--- src/rtl/mips_mc_pkg.sv ---
// rtl/mips_mc_pkg.sv - opcodes, state encoding and datapath select encodings for the multi-cycle controller
package mips_mc_pkg;

  localparam logic [5:0] OP_R      = 6'd0;
  localparam logic [5:0] OP_J      = 6'd2;
  localparam logic [5:0] OP_BEQ    = 6'd4;
  localparam logic [5:0] OP_ORI    = 6'd13;
  localparam logic [5:0] OP_JSPAL  = 6'd19;
  localparam logic [5:0] OP_BALN   = 6'd27;
  localparam logic [5:0] OP_BLTZAL = 6'd34;
  localparam logic [5:0] OP_LW     = 6'd35;
  localparam logic [5:0] OP_SW     = 6'd43;

  typedef enum logic [3:0] {
    FETCH, DECODE, MEMADR, MEMRD, MEMWB, MEMWR, EXEC,
    RWB, BEQ, JUMP, ORIEX, ORIWB, BRLINK, JLINK
  } state_e;

  localparam logic [1:0] SRCB_B      = 2'd0;
  localparam logic [1:0] SRCB_4      = 2'd1;
  localparam logic [1:0] SRCB_IMM    = 2'd2;
  localparam logic [1:0] SRCB_IMM_SH = 2'd3;

  localparam logic [1:0] ALU_ADD   = 2'd0;
  localparam logic [1:0] ALU_SUB   = 2'd1;
  localparam logic [1:0] ALU_FUNCT = 2'd2;
  localparam logic [1:0] ALU_OR    = 2'd3;

  localparam logic [1:0] PCS_ALU    = 2'd0;
  localparam logic [1:0] PCS_ALUOUT = 2'd1;
  localparam logic [1:0] PCS_JUMP   = 2'd2;
  localparam logic [1:0] PCS_REGA   = 2'd3;

  localparam logic [1:0] BR_ZERO  = 2'd0;
  localparam logic [1:0] BR_NEG   = 2'd1;
  localparam logic [1:0] BR_NFLAG = 2'd2;

  typedef struct packed {
    logic       pcwrite;
    logic       pcwrite_cond;
    logic       iord;
    logic       memread;
    logic       memwrite;
    logic       irwrite;
    logic       memtoreg;
    logic       regdst;
    logic       regwrite;
    logic       alusrca;
    logic       link;
    logic [1:0] alusrcb;
    logic [1:0] aluop;
    logic [1:0] pcsource;
    logic [1:0] brsel;
    logic       illegal_op;
    logic       mem_err;
  } ctrl_t;

endpackage

--- src/rtl/multicycle_control_if.sv ---
// rtl/multicycle_control_if.sv - opcode/mem handshake in, datapath control strobes out
interface multicycle_control_if #(parameter int OPW = 6);

  logic [OPW-1:0] op;
  logic           mem_ready;
  logic           pcwrite, pcwrite_cond, iord, memread, memwrite, irwrite;
  logic           memtoreg, regdst, regwrite, alusrca, link;
  logic [1:0]     alusrcb, aluop, pcsource, brsel;
  logic           illegal_op, mem_err;
  logic [3:0]     state;

  modport master (
    output op, mem_ready,
    input  pcwrite, pcwrite_cond, iord, memread, memwrite, irwrite,
    input  memtoreg, regdst, regwrite, alusrca, link,
    input  alusrcb, aluop, pcsource, brsel, illegal_op, mem_err, state
  );

  modport slave (
    input  op, mem_ready,
    output pcwrite, pcwrite_cond, iord, memread, memwrite, irwrite,
    output memtoreg, regdst, regwrite, alusrca, link,
    output alusrcb, aluop, pcsource, brsel, illegal_op, mem_err, state
  );

endinterface

--- src/rtl/mem_wait_timer.sv ---
// rtl/mem_wait_timer.sv - counts mem_ready wait cycles; expired marks the TMO-th consecutive wait cycle
module mem_wait_timer #(
  parameter int TMO = 15
) (
  input  logic clk,
  input  logic rst,
  input  logic clr,
  input  logic waiting,
  output logic expired
);

  localparam int W = $clog2(TMO + 1);
  localparam logic [W-1:0] LAST = W'(TMO - 1);

  logic [W-1:0] count_q, count_d;

  always_comb begin
    count_d = count_q;
    if (clr)
      count_d = '0;
    else if (waiting)
      count_d = count_q + 1'b1;
  end

  always_ff @(posedge clk or posedge rst) begin
    if (rst)
      count_q <= '0;
    else
      count_q <= count_d;
  end

  // Combinational so the abort lands in the last wait cycle, not one after it.
  assign expired = waiting && (count_q == LAST);

endmodule

--- src/rtl/multicycle_control.sv ---
// rtl/multicycle_control.sv - multi-cycle MIPS-lite control FSM with bounded memory wait
module multicycle_control
  import mips_mc_pkg::*;
#(
  parameter int OPW = 6,
  parameter int TMO = 15
) (
  input  logic                 clk,
  input  logic                 reset,
  multicycle_control_if.slave  bus
);

  state_e state_q, state_d;
  ctrl_t  ctrl, ctrl_g;
  logic   waiting, expired;

  assign waiting = (state_q inside {FETCH, MEMRD, MEMWR}) && !bus.mem_ready;

  mem_wait_timer #(.TMO(TMO)) u_timer (
    .clk     (clk),
    .rst     (reset),
    .clr     (!waiting || expired),
    .waiting (waiting),
    .expired (expired)
  );

  always_ff @(posedge clk or posedge reset) begin
    if (reset)
      state_q <= FETCH;
    else
      state_q <= state_d;
  end

  always_comb begin
    ctrl    = '0;
    state_d = state_q;
    case (state_q)
      FETCH: begin
        ctrl.memread = 1'b1;
        ctrl.alusrcb = SRCB_4;
        ctrl.irwrite = bus.mem_ready;
        ctrl.pcwrite = bus.mem_ready;
        if (bus.mem_ready)
          state_d = DECODE;
        else if (expired)
          ctrl.mem_err = 1'b1;
      end
      DECODE: begin
        ctrl.alusrcb = SRCB_IMM_SH;
        case (bus.op)
          OPW'(OP_LW), OPW'(OP_SW):      state_d = MEMADR;
          OPW'(OP_R):                    state_d = EXEC;
          OPW'(OP_BEQ):                  state_d = BEQ;
          OPW'(OP_J):                    state_d = JUMP;
          OPW'(OP_ORI):                  state_d = ORIEX;
          OPW'(OP_BLTZAL), OPW'(OP_BALN): state_d = BRLINK;
          OPW'(OP_JSPAL):                state_d = JLINK;
          default: begin
            ctrl.illegal_op = 1'b1;
            state_d         = FETCH;
          end
        endcase
      end
      MEMADR: begin
        ctrl.alusrca = 1'b1;
        ctrl.alusrcb = SRCB_IMM;
        if (bus.op == OPW'(OP_LW))
          state_d = MEMRD;
        else if (bus.op == OPW'(OP_SW))
          state_d = MEMWR;
        else
          state_d = FETCH;
      end
      MEMRD: begin
        ctrl.memread = 1'b1;
        ctrl.iord    = 1'b1;
        if (bus.mem_ready)
          state_d = MEMWB;
        else if (expired) begin
          ctrl.mem_err = 1'b1;
          state_d      = FETCH;
        end
      end
      MEMWB: begin
        ctrl.regwrite = 1'b1;
        ctrl.memtoreg = 1'b1;
        state_d       = FETCH;
      end
      MEMWR: begin
        ctrl.memwrite = 1'b1;
        ctrl.iord     = 1'b1;
        if (bus.mem_ready)
          state_d = FETCH;
        else if (expired) begin
          ctrl.mem_err = 1'b1;
          state_d      = FETCH;
        end
      end
      EXEC: begin
        ctrl.alusrca = 1'b1;
        ctrl.alusrcb = SRCB_B;
        ctrl.aluop   = ALU_FUNCT;
        state_d      = RWB;
      end
      RWB: begin
        ctrl.regwrite = 1'b1;
        ctrl.regdst   = 1'b1;
        state_d       = FETCH;
      end
      BEQ: begin
        ctrl.alusrca      = 1'b1;
        ctrl.aluop        = ALU_SUB;
        ctrl.pcwrite_cond = 1'b1;
        ctrl.brsel        = BR_ZERO;
        ctrl.pcsource     = PCS_ALUOUT;
        state_d           = FETCH;
      end
      JUMP: begin
        ctrl.pcwrite  = 1'b1;
        ctrl.pcsource = PCS_JUMP;
        state_d       = FETCH;
      end
      ORIEX: begin
        ctrl.alusrca = 1'b1;
        ctrl.alusrcb = SRCB_IMM;
        ctrl.aluop   = ALU_OR;
        state_d      = ORIWB;
      end
      ORIWB: begin
        ctrl.regwrite = 1'b1;
        state_d       = FETCH;
      end
      BRLINK: begin
        ctrl.regwrite     = 1'b1;
        ctrl.link         = 1'b1;
        ctrl.pcwrite_cond = 1'b1;
        ctrl.pcsource     = PCS_ALUOUT;
        ctrl.brsel        = (bus.op == OPW'(OP_BLTZAL)) ? BR_NEG : BR_NFLAG;
        state_d           = FETCH;
      end
      JLINK: begin
        ctrl.regwrite = 1'b1;
        ctrl.link     = 1'b1;
        ctrl.pcwrite  = 1'b1;
        ctrl.pcsource = PCS_REGA;
        state_d       = FETCH;
      end
      default: state_d = FETCH;
    endcase
  end

  // Reset kills every strobe at once, including the FETCH memread.
  assign ctrl_g = reset ? '0 : ctrl;

  assign bus.pcwrite      = ctrl_g.pcwrite;
  assign bus.pcwrite_cond = ctrl_g.pcwrite_cond;
  assign bus.iord         = ctrl_g.iord;
  assign bus.memread      = ctrl_g.memread;
  assign bus.memwrite     = ctrl_g.memwrite;
  assign bus.irwrite      = ctrl_g.irwrite;
  assign bus.memtoreg     = ctrl_g.memtoreg;
  assign bus.regdst       = ctrl_g.regdst;
  assign bus.regwrite     = ctrl_g.regwrite;
  assign bus.alusrca      = ctrl_g.alusrca;
  assign bus.link         = ctrl_g.link;
  assign bus.alusrcb      = ctrl_g.alusrcb;
  assign bus.aluop        = ctrl_g.aluop;
  assign bus.pcsource     = ctrl_g.pcsource;
  assign bus.brsel        = ctrl_g.brsel;
  assign bus.illegal_op   = ctrl_g.illegal_op;
  assign bus.mem_err      = ctrl_g.mem_err;
  assign bus.state        = state_q;

endmodule

--- src/flat_wrapper.sv ---
// flat-port wrapper written by rule: the top's interface ports become plain ports
module multicycle_control_flat import mips_mc_pkg::*;
#(
  parameter int OPW = 6,
  parameter int TMO = 15
)
  (clk, reset, bus_op, bus_mem_ready, bus_pcwrite, bus_pcwrite_cond, bus_iord, bus_memread, bus_memwrite, bus_irwrite, bus_memtoreg, bus_regdst, bus_regwrite, bus_alusrca, bus_link, bus_alusrcb, bus_aluop, bus_pcsource, bus_brsel, bus_illegal_op, bus_mem_err, bus_state);
  multicycle_control_if #(.OPW(OPW)) bus_i ();
  input  logic clk;
  input  logic reset;
  input wire logic [$bits(bus_i.op)-1:0] bus_op;
  input wire logic [$bits(bus_i.mem_ready)-1:0] bus_mem_ready;
  output wire logic [$bits(bus_i.pcwrite)-1:0] bus_pcwrite;
  output wire logic [$bits(bus_i.pcwrite_cond)-1:0] bus_pcwrite_cond;
  output wire logic [$bits(bus_i.iord)-1:0] bus_iord;
  output wire logic [$bits(bus_i.memread)-1:0] bus_memread;
  output wire logic [$bits(bus_i.memwrite)-1:0] bus_memwrite;
  output wire logic [$bits(bus_i.irwrite)-1:0] bus_irwrite;
  output wire logic [$bits(bus_i.memtoreg)-1:0] bus_memtoreg;
  output wire logic [$bits(bus_i.regdst)-1:0] bus_regdst;
  output wire logic [$bits(bus_i.regwrite)-1:0] bus_regwrite;
  output wire logic [$bits(bus_i.alusrca)-1:0] bus_alusrca;
  output wire logic [$bits(bus_i.link)-1:0] bus_link;
  output wire logic [$bits(bus_i.alusrcb)-1:0] bus_alusrcb;
  output wire logic [$bits(bus_i.aluop)-1:0] bus_aluop;
  output wire logic [$bits(bus_i.pcsource)-1:0] bus_pcsource;
  output wire logic [$bits(bus_i.brsel)-1:0] bus_brsel;
  output wire logic [$bits(bus_i.illegal_op)-1:0] bus_illegal_op;
  output wire logic [$bits(bus_i.mem_err)-1:0] bus_mem_err;
  output wire logic [$bits(bus_i.state)-1:0] bus_state;
  assign bus_i.op = bus_op;
  assign bus_i.mem_ready = bus_mem_ready;
  assign bus_pcwrite = bus_i.pcwrite;
  assign bus_pcwrite_cond = bus_i.pcwrite_cond;
  assign bus_iord = bus_i.iord;
  assign bus_memread = bus_i.memread;
  assign bus_memwrite = bus_i.memwrite;
  assign bus_irwrite = bus_i.irwrite;
  assign bus_memtoreg = bus_i.memtoreg;
  assign bus_regdst = bus_i.regdst;
  assign bus_regwrite = bus_i.regwrite;
  assign bus_alusrca = bus_i.alusrca;
  assign bus_link = bus_i.link;
  assign bus_alusrcb = bus_i.alusrcb;
  assign bus_aluop = bus_i.aluop;
  assign bus_pcsource = bus_i.pcsource;
  assign bus_brsel = bus_i.brsel;
  assign bus_illegal_op = bus_i.illegal_op;
  assign bus_mem_err = bus_i.mem_err;
  assign bus_state = bus_i.state;
  multicycle_control #(.OPW(OPW), .TMO(TMO)) u_core (.clk(clk), .reset(reset), .bus(bus_i));
endmodule
--- config.mk ---
export PLATFORM = sky130hd
export DESIGN_NAME = multicycle_control_flat
export DESIGN_NICKNAME = d
export VERILOG_FILES = /design/src/rtl/mips_mc_pkg.sv /design/src/rtl/multicycle_control_if.sv /design/src/rtl/mem_wait_timer.sv /design/src/rtl/multicycle_control.sv /design/src/flat_wrapper.sv
export SDC_FILE = /design/constraint.sdc
export NUM_CORES = 1
export LEC_CHECK = 0
export CORE_MARGIN = 4
export CORE_UTILIZATION = 43
export CTS_BUF_LIST = sky130_fd_sc_hd__clkbuf_8
export DETAILED_ROUTE_END_ITERATION = 16
export GPL_TIMING_DRIVEN = 0
export PLACE_DENSITY = 0.79
export SYNTH_ARGS = -nofsm -noshare
export SYNTH_HDL_FRONTEND = slang
export SYNTH_SLANG_ARGS = --single-unit
--- constraint.sdc ---
create_clock -name clk -period 4.7 [get_ports clk]
set_input_delay 1.41 -clock clk [delete_from_list [all_inputs] [get_ports clk]]
set_output_delay 1.41 -clock clk [all_outputs]
set_load 0.01 [all_outputs]
# Word-level counts from Yosys, hierarchy flattened
# Index checks and enable logic that the tools add are counted.
# W data, S select, Z words.
# word_totals
regBits,8
input_bits,9
out_inout_bits,25
# op_classes
n_eq_ne,23
n_reduce_logical,21
mux,32
add_sub_neg,1
# op_table
operator,n
$pmux W4 S7,2
$eq A4 B4 Y1 const B,7
$mux W4,6
$mux W21,1
$eq A6 B6 Y1 const B,3
$pmux W2 S3,3
$eq A4 B3 Y1 const B,4
$reduce_or A2 Y1,8
$mux W1,15
$eq A6 B5 Y1 const B,2
$reduce_or A9 Y1,1
$eq A4 B2 Y1 const B,2
$eq A6 B2 Y1 const B,1
$eq A6 B3 Y1 const B,1
$eq A6 B4 Y1 const B,1
$logic_not A6 Y1,1
$mux W3,2
$reduce_or A5 Y1,1
$add A4 B1 Y4 const B,1
$eq A4 B1 Y1 const B,1
$logic_not A4 Y1,1
$mux W2,2
$reduce_or A4 Y1,1
$reduce_bool A3 Y1,1
other kinds (7),9

# Depth between registers and ports, before layout
# Gate-level depths: netlist of run 1.
# logic_depth
depth_word,8
depth_mapped,6
mapped_depth_nobuf,6

# By module
# Synthesis of run 1 repeated with hierarchy kept, for this count alone.
# hier_totals
cells_unflattened,132
area_unflattened_um2,999.7
# by_module_without_submodules
module,area_each_um2,n_inst,cells_per_inst,seq_area_each_um2
multicycle_control,773.2,1,111,100.1
mem_wait_timer,226.5,1,21,100.1

# Worst setup path before layout of run 1
# No wires, ideal clock.
# synth_path
kind,input-to-output
from,input port bus_op[3]
to,output port bus_brsel[0]
cell_stages,4
path_slack_ps,815
t_arrival_ps,2475
path_buffers,1
required_time_ps,3290
cell_sequence,buf_2 > or3_1 > nor3_1 > nor3b_1
# synth_between
elab_chain_cells,4
# synth_rtl
item,line,rtl
"start, declared",flat_wrapper.sv:11,input wire logic [$bits(bus_i.op)-1:0] bus_op;
$eq A6 B6 Y1,multicycle_control.sv:138,ctrl.brsel = (bus.op == OPW'(OP_BLTZAL)) ? BR_NEG : BR_NFLAG;
$mux W2,multicycle_control.sv:138,
$mux W2,multicycle_control.sv:37,case (state_q)
$mux W21,multicycle_control.sv:153,assign ctrl_g = reset ? '0 : ctrl;
"end, declared",flat_wrapper.sv:27,output wire logic [$bits(bus_i.brsel)-1:0] bus_brsel;
# Every way passes these cells.

# Worst setup path after layout of run 1
# layout_path
from,input port reset
to,output port bus_brsel[1]
# layout_between
elab_chain_cells,1
# layout_rtl
item,line,rtl
"start, declared",flat_wrapper.sv:10,input logic reset;
$mux W21,multicycle_control.sv:153,
# Every way passes these cells.

==> tab_implementation.tex, run 1 <==
\begin{tabular}{lr}
\hline
Metric & Value \\
\hline
\multicolumn{2}{l}{\textbf{CTS}} \\
CTS hold repair buffers & 0 \\
Setup bufs post-CTS & 0 \\
TritonCTS Buffers & 3 \\
Library cell used as clock root buffer & sky130\_fd\_sc\_hd\_\_clkbuf\_8 \\
Clock-pin slew on the worst setup and hold paths & 50 ps \\
Post\_cts resized & 0 \\
H-tree level count & 1 \\
CTS tree & done \\
Number of sinks on the clock net & 8 \\
Clock latency on the worst-skew pair & 240 ps \\
Clock Path Buffers & 2 \\
\multicolumn{2}{l}{\textbf{Floorplanning}} \\
Core Box Area & $\sim$0.0020 mm2 \\
Die boundary width & about 55 um \\
Die Y & approximately 55 um \\
Top Ports & 34 \\
Initial standard-cell utilization of the core & a little under half \\
Site Rows & 16 \\
Die Footprint & 0.00300 mm2 \\
\multicolumn{2}{l}{\textbf{Finish}} \\
Ant diodes & 0 \\
Post-layout utilization of the core & between 60\% and 70\% \\
Share of cells above drive strength 1 & a little under a tenth \\
Most common cell after layout, fill and taps aside & sky130\_fd\_sc\_hd\_\_clkdlybuf4s50\_1 \\
Highest-count cells in the layout ignoring fill and taps & 27 x sky130\_fd\_sc\_hd\_\_clkdlybuf4s50\_1, 11 x sky130\_fd\_sc\_hd\_\_nor3\_1, 10 x sky130\_fd\_sc\_hd\_\_nand3\_1, 10 x sky130\_fd\_sc\_hd\_\_nor2\_1 \\
Post-Layout Inst Area & around 0.0013 mm2 \\
Final nets & between 150 and 200 \\
Layout area overhead & 36.8\% \\
\multicolumn{2}{l}{\textbf{Pwr}} \\
Relative contribution of sequential cells to total power & between 20\% and 30\% \\
Clock network fraction of total power & between 15 and 20\% \\
Power after layout & 0.500 mW \\
Pwr per Cell Area & about 400 mW/mm2 \\
Internal Pwr Total & $\sim$0.28 mW \\
Switching power total & 0.222 mW \\
Leakage power summed over all cells & 0.507 nW \\
Fraction of power spent switching nets & between 40\% and 50\% \\
VDD IR-drop max & 0.000267 V \\
Gate power share & 60.7\% \\
\multicolumn{2}{l}{\textbf{Synth}} \\
Cells after synthesis & approximately 130 \\
Mux contribution to synthesized area & under 10\% \\
Async SR Flop Fraction & 100\% \\
Post-synth EDFFs & 0 \\
Netlist area before placement & approximately 940 um2 \\
Synthesized-area fraction occupied by xor and xnor cells & between 6 and 7\% \\
Synthesized-area fraction occupied by and/or/nand/nor cells & approximately 40\% \\
Combinational family with the most area after synthesis & simple AND/OR/NAND/NOR gates \\
Cell taking the most area after synthesis & sky130\_fd\_sc\_hd\_\_dfrtp\_1 \\
Post-synthesis compound-gate area fraction & between 10\% and 20\% \\
Flip-flop and latch count after synthesis & 8 \\
Most used DFF post-synth & sky130\_fd\_sc\_hd\_\_dfrtp\_1 \\
Largest cells by area after synthesis & sky130\_fd\_sc\_hd\_\_dfrtp\_1 21\%, sky130\_fd\_sc\_hd\_\_nor4\_1 6.0\%, sky130\_fd\_sc\_hd\_\_nor3\_1 5.9\% \\
Number of nets produced by synthesis & between 100 and 150 \\
Ys Warns & 0 \\
Portion of the post-synthesis area used by sequential elements & 21.3\% \\
Post-synthesis cell type count & 40 \\
Share of the synthesized area in the top cell type & between 20\% and 30\% \\
Mean Syn Cell Area & around 7 um2 \\
Synth Area in Adders & between 2 and 3\% \\
\multicolumn{2}{l}{\textbf{STA}} \\
Clock tree skew after final layout & about 9.3 ps \\
Min Clock Period, post-route & approximately 4500 ps \\
\# setup viols final & 0 \\
Post-route clock period utilization & between 90 and 100\% \\
Count of final max-slew check failures & 0 \\
Transition time at the pin with the least slew margin & 453 ps \\
Number of endpoints with negative hold slack in the final report & 0 \\
Unrepaired setup endpoints after global routing & no \\
Sum of negative setup slack & 0 ps \\
Fmax & around 220 MHz \\
Hold slack & 510 ps \\
Worst slew margin relative to its limit & 69.8\% \\
\multicolumn{2}{l}{\textbf{Placement}} \\
GPL Wtd Cong & roughly 0.88 \\
Total cell area at the placement stage & 0.00124 mm2 \\
DP HPWL & a little over 2000 um \\
Count of port buffers added during placement & 27 \\
\multicolumn{2}{l}{\textbf{Routing}} \\
Number of nets with antenna violations after routing & 0 \\
Number of DRC violations after detailed routing & 0 \\
Via count normalized by instance count & between 5 and 6 \\
TritonRoute pass-1 iters & 4 \\
DRT Wirelength & approximately 2700 um \\
Via count & about 1100 \\
Routed wirelength normalized by instance count & between 10 and 15 um \\
Iter 0 DRT Violations & 23 \\
\multicolumn{2}{l}{\textbf{Worst setup path}} \\
CP required & approximately 3300 ps \\
Maximum fanout along the worst path & 5 \\
Data arrival, critical path & 3100 ps \\
Kind of launch point of the worst setup path & primary input \\
Crit Path Class & in -> out \\
Worst Setup End Kind & output pin \\
\multicolumn{2}{l}{\textbf{GRT}} \\
Overall routing resource usage & 19.5\% \\
Largest net degree at the start of global routing & 11 \\
Wire length of the first global-routing pass & around 4300 um \\
Antenna violations before repair & 0 \\
Overflow after GRT & 0 \\
Number of global-route vias before repair & about 920 \\
\multicolumn{2}{l}{\textbf{Hold path}} \\
Min-Delay Path Class & reg -> reg \\
\multicolumn{2}{l}{\textbf{Outcome}} \\
Status & completed \\
\multicolumn{2}{l}{\textbf{Flow run}} \\
Number of max-cap violations & 0 \\
\hline
\end{tabular}
==> cells in the mapped netlist, types with 2 or more instances <==
| master | count |
|---|---|
| sky130_fd_sc_hd__a211oi_1 | 2 |
| sky130_fd_sc_hd__nor3_1 | 11 |
| sky130_fd_sc_hd__nand3b_1 | 2 |
| sky130_fd_sc_hd__clkbuf_1 | 4 |
| sky130_fd_sc_hd__ha_1 | 2 |
| sky130_fd_sc_hd__a21oi_1 | 8 |
| sky130_fd_sc_hd__nand2_1 | 8 |
| sky130_fd_sc_hd__nor2b_1 | 2 |
| sky130_fd_sc_hd__o21ai_1 | 3 |
| sky130_fd_sc_hd__buf_6 | 2 |
| sky130_fd_sc_hd__buf_2 | 9 |
| sky130_fd_sc_hd__or3_1 | 2 |
| sky130_fd_sc_hd__mux2i_1 | 2 |
| sky130_fd_sc_hd__xnor2_1 | 2 |
| sky130_fd_sc_hd__dfrtp_1 | 8 |
| sky130_fd_sc_hd__nor2_1 | 10 |
| sky130_fd_sc_hd__nand3_1 | 10 |
| sky130_fd_sc_hd__nand4_1 | 2 |
| sky130_fd_sc_hd__inv_1 | 5 |
| sky130_fd_sc_hd__nor4_1 | 9 |
| sky130_fd_sc_hd__nand2b_1 | 5 |
| sky130_fd_sc_hd__xor2_1 | 5 |
==> worst max-delay path, cell delays in order <==
cell,delay [ps]
sky130_fd_sc_hd__clkdlybuf4s50_1,500
sky130_fd_sc_hd__nor2_1,220
sky130_fd_sc_hd__nand3_1,150
sky130_fd_sc_hd__nor3_1,240
sky130_fd_sc_hd__clkdlybuf4s50_1,580
==> state kept, by name, indices dropped and copies added (netlist names) <==
| signal | count |
|---|---|
| u_core.bus.state | 4 |
| u_core.u_timer.count_q | 4 |
==> stage by stage <==
stage | instances | setup slack, ps
6_report | 188 | 191
3_3_place_gp | 185 | 195
3_5_place_dp | 185 | 217
2_1_floorplan | 131 | 815
4_1_cts | 188 | 210
5_1_grt | 188 | 77.8
==> kinds of logic after synthesis <==
kind of cell | count (synthesis)
simple gates | 69
compound gates | 23
buf+inv | 20
flops | 8
xor+xnor | 7
mux | 2
fa+ha+maj | 2
==> metal layers <==
metal / part of all wire, % / vias to the layer above / GRT usage (%) / wire length, um
met2: 49 / 39 / 33.1 / 1320
met5: 0 / - / 0 / 0
li1: - / 537 / - / -
met3: 6.7 / 3 / 4.09 / 181
met4: 0.70 / 0 / 3.73 / 19
met1: 44 / 504 / 25.4 / 1190
==> path summary, 6_finish.rpt <==
check | from | to | slack [ps] | cells after the start
max in group asynchronous | reset | u_core.bus.state[1]$_DFFE_PP0P_ | 2580 | 3
worst max register to register | u_core.u_timer.count_q[0]$_DFFE_PP0P_ | u_core.bus.state[2]$_DFFE_PP0P_ | 3080 | 6
worst min-delay path | u_core.u_timer.count_q[0]$_DFFE_PP0P_ | u_core.u_timer.count_q[0]$_DFFE_PP0P_ | 510 | 1
worst max-delay path | reset | bus_brsel[1] | 190 | 5
min in group asynchronous | reset | u_core.u_timer.count_q[1]$_DFFE_PP0P_ | 1870 | 3
worst min register to register | u_core.u_timer.count_q[0]$_DFFE_PP0P_ | u_core.u_timer.count_q[0]$_DFFE_PP0P_ | 510 | 1
==> area by class of cell <==
| type | instances | area [um2] |
|---|---|---|
| clock buffers | 3 | 41.3 |
| flip-flops and latches | 8 | 200 |
| inverters | 5 | 18.8 |
| plain buffers | 15 | 82.6 |
| well taps | 27 | 33.8 |
| multi-input cells | 103 | 638 |
| fillers | 191 | 737 |
| repair buffers | 27 | 270 |
==> power by group through the flow <==
| stage | sequential [mW] | combinational [mW] | clock [mW] |
|---|---|---|---|
| floorplan | 0.109 | 0.193 | 0 |
| detailed placement | 0.111 | 0.302 | 0 |
| finish | 0.110 | 0.303 | 0.0862 |
| global placement | 0.108 | 0.292 | 0 |
| CTS | 0.110 | 0.304 | 0.0880 |
| global route | 0.114 | 0.338 | 0.0908 |
No activity file was read; power rests on OpenSTA's default activity.
==> run 2, diff against run 1 <==
--- a/config.mk
+++ b/config.mk
@@ -5,12 +5,14 @@
 export SDC_FILE = /design/constraint.sdc
 export NUM_CORES = 1
 export LEC_CHECK = 0
+export CAP_MARGIN = 20
 export CORE_MARGIN = 4
 export CORE_UTILIZATION = 43
 export CTS_BUF_LIST = sky130_fd_sc_hd__clkbuf_8
+export CTS_CLUSTER_SIZE = 8
 export DETAILED_ROUTE_END_ITERATION = 16
 export GPL_TIMING_DRIVEN = 0
-export PLACE_DENSITY = 0.79
+export PLACE_DENSITY = 0.81
 export SYNTH_ARGS = -nofsm -noshare
 export SYNTH_HDL_FRONTEND = slang
 export SYNTH_SLANG_ARGS = --single-unit
==> run 2 against run 1 <==
Flip-flop and latch count unchanged. Combinational power hardly changed. Count of clock-buffer cells in the layout is the same. Via count up 2.7%. Setup slack lost 2.1 ps. Cell count unchanged. Critical endpoint is now bus_pcwrite.
==> tab_implementation.tex, run 2 (synthesis results as in run 1) <==
\begin{tabular}{lr}
\hline
Metric & Value \\
\hline
\multicolumn{2}{l}{\textbf{Outcome}} \\
Status & completed \\
\multicolumn{2}{l}{\textbf{Worst setup path}} \\
Data arrival, critical path & slightly above 3000 ps \\
Register-to-register setup slack & roughly 3000 ps \\
Maximum fanout along the worst path & 5 \\
Crit Path Class & in -> out \\
Worst Setup End Kind & output pin \\
Kind of launch point of the worst setup path & primary input \\
CP required & approximately 3300 ps \\
\multicolumn{2}{l}{\textbf{GRT}} \\
Number of global-route vias before repair & 1000 \\
Overflow after GRT & 0 \\
Antenna violations before repair & 0 \\
Overall routing resource usage & approximately a fifth \\
Wire length of the first global-routing pass & around 4300 um \\
Largest net degree at the start of global routing & 11 \\
\multicolumn{2}{l}{\textbf{STA}} \\
\# setup viols final & 0 \\
Count of final max-slew check failures & 0 \\
Transition time at the pin with the least slew margin & 486 ps \\
Clock tree skew after final layout & roughly 8.2 ps \\
Post-route clock period utilization & 96.0\% \\
Unrepaired setup endpoints after global routing & no \\
Fmax & roughly 220 MHz \\
Number of endpoints with negative hold slack in the final report & 0 \\
Min Clock Period, post-route & 4510 ps \\
Worst slew margin relative to its limit & roughly two thirds \\
Sum of negative setup slack & 0 ps \\
\multicolumn{2}{l}{\textbf{Finish}} \\
Post-Layout Inst Area & approximately 0.0013 mm2 \\
Final nets & around 170 \\
Highest-count cells in the layout ignoring fill and taps & 27 x sky130\_fd\_sc\_hd\_\_clkdlybuf4s50\_1, 11 x sky130\_fd\_sc\_hd\_\_nor3\_1, 10 x sky130\_fd\_sc\_hd\_\_nand3\_1, 10 x sky130\_fd\_sc\_hd\_\_nor2\_1 \\
Layout area overhead & 36.8\% \\
Share of cells above drive strength 1 & under 10\% \\
Most common cell after layout, fill and taps aside & sky130\_fd\_sc\_hd\_\_clkdlybuf4s50\_1 \\
Number of standard cells in the layout, taps in and fillers out & 188 \\
Ant diodes & 0 \\
\multicolumn{2}{l}{\textbf{Placement}} \\
Inst Count DP & between 150 and 200 \\
GPL Wtd Cong & around 0.86 \\
Total cell area at the placement stage & about 0.0012 mm2 \\
Count of port buffers added during placement & 27 \\
DP HPWL & between 2000 and 2500 um \\
\multicolumn{2}{l}{\textbf{Hold path}} \\
Min-Delay Path Class & reg -> reg \\
\multicolumn{2}{l}{\textbf{Pwr}} \\
Clock network fraction of total power & around 17\% \\
Fraction of power spent switching nets & 44.2\% \\
Leakage power summed over all cells & 0.507 nW \\
Switching power total & about 0.22 mW \\
Gate power share & between 60\% and 70\% \\
VDD IR-drop max & 0.000262 V \\
Pwr per Cell Area & around 390 mW/mm2 \\
Internal Pwr Total & between 0.2 and 0.3 mW \\
Relative contribution of sequential cells to total power & between 20\% and 30\% \\
Power after layout & about 0.5 mW \\
\multicolumn{2}{l}{\textbf{CTS}} \\
Clock Path Buffers & 2 \\
H-tree level count & 1 \\
Number of sinks on the clock net & 8 \\
Clock latency on the worst-skew pair & about 230 ps \\
Library cell used as clock root buffer & sky130\_fd\_sc\_hd\_\_clkbuf\_8 \\
TritonCTS Buffers & 3 \\
CTS hold repair buffers & 0 \\
Clock-pin slew on the worst setup and hold paths & $\sim$40 ps \\
CTS tree & done \\
Setup bufs post-CTS & 0 \\
Post\_cts resized & 0 \\
\multicolumn{2}{l}{\textbf{Routing}} \\
TritonRoute pass-1 iters & 4 \\
Iter 0 DRT Violations & 33 \\
Number of DRC violations after detailed routing & 0 \\
Routed wirelength normalized by instance count & roughly 14 um \\
DRT Wirelength & approximately 2700 um \\
Via count normalized by instance count & 5.91 \\
Number of nets with antenna violations after routing & 0 \\
Via count & approximately 1100 \\
\multicolumn{2}{l}{\textbf{Floorplanning}} \\
Site Rows & 16 \\
Initial standard-cell utilization of the core & between 40\% and 50\% \\
Die boundary width & between 50 and 60 um \\
Core Box Area & 0.00202 mm2 \\
Die Y & approximately 55 um \\
Top Ports & 34 \\
Die Footprint & around 0.003 mm2 \\
\multicolumn{2}{l}{\textbf{Flow run}} \\
Number of max-cap violations & 0 \\
\hline
\end{tabular}
-- run 2: cell counts in the layout (fill, tap and decap cells not counted) --
Identical to the previous run, type by type.
-- run 2: path summary, 6_finish.rpt --
| path | start | depth (start not counted) | end |
|---|---|---|---|
| min in group asynchronous | reset | 3 | u_core.u_timer.count_q[1]$_DFFE_PP0P_ |
| worst min-delay path | u_core.u_timer.count_q[0]$_DFFE_PP0P_ | 1 | u_core.u_timer.count_q[0]$_DFFE_PP0P_ |
| worst min register to register | u_core.u_timer.count_q[0]$_DFFE_PP0P_ | 1 | u_core.u_timer.count_q[0]$_DFFE_PP0P_ |
| worst max register to register | u_core.u_timer.count_q[0]$_DFFE_PP0P_ | 6 | u_core.bus.state[2]$_DFFE_PP0P_ |
| max in group asynchronous | reset | 3 | u_core.bus.state[2]$_DFFE_PP0P_ |
| worst max-delay path | reset | 5 | bus_pcwrite |
-- run 2: worst max-delay path: stages --
cell and delay (ps):
sky130_fd_sc_hd__clkdlybuf4s50_1 510, sky130_fd_sc_hd__nor4_2 330, sky130_fd_sc_hd__and3b_1 230, sky130_fd_sc_hd__or2_1 100, sky130_fd_sc_hd__clkdlybuf4s50_1 520
-- run 2: cell type report --
cell class	count	area, um2
Buffer	15	82.6
Fill cell	164	737
Timing Repair Buffer	27	270
Tap cell	27	33.8
Sequential cell	8	200
Clock buffer	3	41.3
Multi-Input combinational cell	103	638
Inverter	5	18.8
-- run 2: power groups by stage --
stage / clock network, mW / logic [mW] / registers [mW]
5_1_grt: 0.0898 / 0.332 / 0.114
3_5_place_dp: 0 / 0.301 / 0.111
6_report: 0.0836 / 0.304 / 0.111
3_3_place_gp: 0 / 0.292 / 0.108
4_1_cts: 0.0853 / 0.302 / 0.110
2_1_floorplan: 0 / 0.193 / 0.109
-- run 2: per-layer routing --
metal / global-route usage (%) / wire (um) / vias up
met3: 4.90 / 243 / 4
met4: 4.56 / 14 / 0
met1: 23.4 / 1120 / 514
met2: 34.6 / 1350 / 58
li1: - / - / 536
met5: 0 / 0 / -
-- run 2: per-stage QoR --
stage / hold slack, ps / util (%) / setup WS, ps
after CTS: 503 / 63.6 / 200
after global placement: 478 / 61.5 / 195
after global routing: 518 / 63.6 / 106
after floorplan: 454 / - / 815
after detailed placement: 496 / 61.5 / 206
final: 504 / 63.6 / 189
==> run 3, diff against run 2 <==
--- a/config.mk
+++ b/config.mk
@@ -5,6 +5,7 @@
 export SDC_FILE = /design/constraint.sdc
 export NUM_CORES = 1
 export LEC_CHECK = 0
+export ABC_AREA = 1
 export CAP_MARGIN = 20
 export CORE_MARGIN = 4
 export CORE_UTILIZATION = 43
@@ -12,7 +13,7 @@
 export CTS_CLUSTER_SIZE = 8
 export DETAILED_ROUTE_END_ITERATION = 16
 export GPL_TIMING_DRIVEN = 0
-export PLACE_DENSITY = 0.81
+export PLACE_DENSITY = 0.83
 export SYNTH_ARGS = -nofsm -noshare
 export SYNTH_HDL_FRONTEND = slang
 export SYNTH_SLANG_ARGS = --single-unit
==> constraint.sdc (replaced) <==
create_clock -name clk -period 4.23 [get_ports clk]
set_input_delay 1.269 -clock clk [delete_from_list [all_inputs] [get_ports clk]]
set_output_delay 1.269 -clock clk [all_outputs]
set_load 0.01 [all_outputs]
==> run 3 against run 2 <==
Area after synthesis down 4.9%. Utilization up 4.1 points. Clock power rose by 9.7%. First-iteration DRC count is 21% lower. Global-route usage up 0.28 points. Largest power group unchanged.
==> tab_implementation.tex, run 3 <==
\begin{tabular}{lr}
\hline
Metric & Value \\
\hline
\multicolumn{2}{l}{\textbf{Outcome}} \\
Status & completed \\
\multicolumn{2}{l}{\textbf{Synth}} \\
Share of the synthesized area in the top cell type & between 20 and 25\% \\
Async SR Flop Fraction & 100\% \\
Ys Warns & 0 \\
Portion of the post-synthesis area used by sequential elements & 22.4\% \\
Mean Syn Cell Area & 6.38 um2 \\
Cell taking the most area after synthesis & sky130\_fd\_sc\_hd\_\_dfrtp\_1 \\
Post-synth EDFFs & 0 \\
Count leader, synth & sky130\_fd\_sc\_hd\_\_nor2\_1 \\
Flip-flop and latch count after synthesis & 8 \\
Cells after synthesis & 140 \\
Largest cells by area after synthesis & sky130\_fd\_sc\_hd\_\_dfrtp\_1 22\%, sky130\_fd\_sc\_hd\_\_nor2\_1 12\%, sky130\_fd\_sc\_hd\_\_nand3\_1 12\% \\
Number of nets produced by synthesis & about 150 \\
Most used DFF post-synth & sky130\_fd\_sc\_hd\_\_dfrtp\_1 \\
Most instantiated cells after synthesis & 29 x sky130\_fd\_sc\_hd\_\_nor2\_1, 27 x sky130\_fd\_sc\_hd\_\_nand2\_1, 21 x sky130\_fd\_sc\_hd\_\_nand3\_1, 15 x sky130\_fd\_sc\_hd\_\_inv\_1, 8 x sky130\_fd\_sc\_hd\_\_dfrtp\_1 \\
Post-synthesis cell type count & 32 \\
Netlist area before placement & approximately 900 um2 \\
\multicolumn{2}{l}{\textbf{Worst setup path}} \\
CP required & 2960 ps \\
Worst setup path startpoint & bus\_op[5] \\
Delay of the slowest critical-path stage & around 550 ps \\
Critical path, cell by cell & clkdlybuf4s50\_1 > inv\_1 > nor2\_1 > nand3\_1 > nor2\_1 > clkdlybuf4s50\_1 \\
Data arrival, critical path & $\sim$2800 ps \\
Critical path's slowest cell & sky130\_fd\_sc\_hd\_\_clkdlybuf4s50\_1 \\
Reg2reg start & u\_core.bus.state[1]\$\_DFFE\_PP0P\_ \\
Kind of launch point of the worst setup path & primary input \\
Worst Setup End Kind & output pin \\
Maximum fanout along the worst path & 4 \\
Crit Path Class & in -> out \\
\multicolumn{2}{l}{\textbf{STA}} \\
Transition time at the pin with the least slew margin & around 310 ps \\
Final worst setup slack & about 140 ps \\
Clock tree skew after final layout & about 6.6 ps \\
Unrepaired setup endpoints after global routing & no \\
Min Clock Period, post-route & 4090 ps \\
\# setup viols final & 0 \\
Fmax & between 200 and 250 MHz \\
Worst slew margin relative to its limit & $\sim$79\% \\
Post-route clock period utilization & 96.7\% \\
Count of final max-slew check failures & 0 \\
Hold slack & around 480 ps \\
Number of endpoints with negative hold slack in the final report & 0 \\
\multicolumn{2}{l}{\textbf{Floorplanning}} \\
Die Footprint & 0.00287 mm2 \\
Site Rows & 16 \\
Die Y & 53.6 um \\
Die boundary width & $\sim$54 um \\
Core Box Area & 0.00196 mm2 \\
Top Ports & 34 \\
Initial standard-cell utilization of the core & between 40\% and 50\% \\
\multicolumn{2}{l}{\textbf{Finish}} \\
Post-layout utilization of the core & 67.7\% \\
Post-Layout Inst Area & between 0.001 and 0.0015 mm2 \\
Most common cell after layout, fill and taps aside & sky130\_fd\_sc\_hd\_\_clkdlybuf4s50\_1 \\
Final nets & $\sim$190 \\
Ant diodes & 0 \\
Fillers & 180 \\
Highest-count cells in the layout ignoring fill and taps & 30 x sky130\_fd\_sc\_hd\_\_clkdlybuf4s50\_1, 27 x sky130\_fd\_sc\_hd\_\_nor2\_1, 27 x sky130\_fd\_sc\_hd\_\_nand2\_1 \\
Layout area overhead & 48.6\% \\
Share of cells above drive strength 1 & roughly 16\% \\
\multicolumn{2}{l}{\textbf{Routing}} \\
Number of nets with antenna violations after routing & 0 \\
DRT Wirelength & roughly 2500 um \\
Via count normalized by instance count & approximately 5.3 \\
Routed wirelength normalized by instance count & approximately 12 um \\
Iter 0 DRT Violations & 26 \\
Via count & about 1100 \\
Number of DRC violations after detailed routing & 0 \\
TritonRoute pass-1 iters & 4 \\
\multicolumn{2}{l}{\textbf{Pwr}} \\
Relative contribution of sequential cells to total power & about 25\% \\
Pwr per Cell Area & $\sim$300 mW/mm2 \\
Fraction of power spent switching nets & 40.4\% \\
Switching power total & approximately 0.16 mW \\
VDD IR-drop max & between 0.0002 and 0.00025 V \\
Internal Pwr Total & roughly 0.24 mW \\
Clock network fraction of total power & between 20\% and 30\% \\
Gate power share & about 52\% \\
Leakage power summed over all cells & around 0.68 nW \\
\multicolumn{2}{l}{\textbf{GRT}} \\
Wire length of the first global-routing pass & roughly 4200 um \\
Number of global-route vias before repair & about 1000 \\
Overflow after GRT & 0 \\
Antenna violations before repair & 0 \\
Largest net degree at the start of global routing & 11 \\
Overall routing resource usage & about a fifth \\
\multicolumn{2}{l}{\textbf{CTS}} \\
Clock latency on the worst-skew pair & around 230 ps \\
TritonCTS Buffers & 3 \\
Number of sinks on the clock net & 8 \\
Library cell used as clock root buffer & sky130\_fd\_sc\_hd\_\_clkbuf\_8 \\
Clock-pin slew on the worst setup and hold paths & roughly 40 ps \\
CTS tree & done \\
H-tree level count & 1 \\
CTS hold repair buffers & 0 \\
Clock Path Buffers & 2 \\
\multicolumn{2}{l}{\textbf{Placement}} \\
Total cell area at the placement stage & roughly 0.0013 mm2 \\
Count of port buffers added during placement & 33 \\
DP HPWL & 1970 um \\
GPL Wtd Cong & approximately 0.97 \\
Setup slack at placement & -102 ps \\
\multicolumn{2}{l}{\textbf{Flow run}} \\
Number of max-cap violations & 0 \\
\multicolumn{2}{l}{\textbf{Hold path}} \\
Min-delay src & u\_core.u\_timer.count\_q[0]\$\_DFFE\_PP0P\_ \\
Min-Delay Path Class & reg -> reg \\
\hline
\end{tabular}
[run 3: worst max-delay path: cells and delay by family]
kind / cells / cell delay [ps]
buffers and inverters: 3 / 1100
AND/OR/NAND/NOR: 3 / 460
[run 3: what timing repair did]
action	in CTS	in global routing
endpoints found under the setup margin	7	3
resized for setup	4	4
buffers inserted	2	0
[run 3: kinds of logic (layout without fill, tap and decap cells)]
| logic type | Yosys count | after routing | share of synthesized area (%) |
|---|---|---|---|
| AOI/OAI and AO/OA | 11 | 11 | 7.84 |
| xor gates and xnor gates | 2 | 2 | 1.96 |
| adders and majority gates | 2 | 2 | 2.80 |
| buffers and inverters | 22 | 60 | 11.2 |
| DFF | 8 | 8 | 22.4 |
| and+or+nand+nor | 95 | 95 | 53.8 |
[run 3: cell type report]
| class | instances | area (um2) | share of cell area [%] |
|---|---|---|---|
| Multi-Input combinational cell | 110 | 598 | 45.1 |
| Timing Repair Buffer | 35 | 349 | 26.3 |
| Sequential cell | 8 | 200 | 15.1 |
| Inverter | 18 | 73.8 | 5.56 |
| Clock buffer | 3 | 41.3 | 3.11 |
| Tap cell | 27 | 33.8 | 2.54 |
| Buffer | 4 | 31.3 | 2.36 |
[run 3: per-stage QoR]
| step | setup TNS [ps] | power, mW | instances |
|---|---|---|---|
| floorplan | 0 | 0.229 | 140 |
| global placement | -284 | 0.303 | 200 |
| detailed placement | -367 | 0.307 | 200 |
| CTS | 0 | 0.402 | 205 |
| global route | 0 | 0.429 | 205 |
| finish | 0 | 0.401 | 205 |
[run 3: metal layers]
layer	vias up	share of wire [%]	global-route usage (%)
met5	-	0	0
met4	0	1.2	5.96
met3	7	6.8	4.16
met2	38	52	36.7
met1	510	40	22.7
li1	531	-	-
[run 3: worst paths after layout]
kind,slack (ps),end,cells after the start
setup / recovery,140,bus_brsel[0],6
hold / removal,480,u_core.u_timer.count_q[0]$_DFFE_PP0P_,1
setup reg to reg,2840,u_core.bus.state[0]$_DFFE_PP0P_,9
hold reg to reg,480,u_core.u_timer.count_q[0]$_DFFE_PP0P_,1
max in group asynchronous,2890,u_core.u_timer.count_q[1]$_DFFE_PP0P_,3
min in group asynchronous,1180,u_core.bus.state[0]$_DFFE_PP0P_,3
[run 3: power by group through the flow]
stage,sequential (mW),clock (mW),combinational [mW]
6_report,0.100,0.0917,0.209
5_1_grt,0.103,0.0954,0.231
4_1_cts,0.100,0.0937,0.208
3_5_place_dp,0.102,0,0.206
3_3_place_gp,0.100,0,0.202
2_1_floorplan,0.103,0,0.126
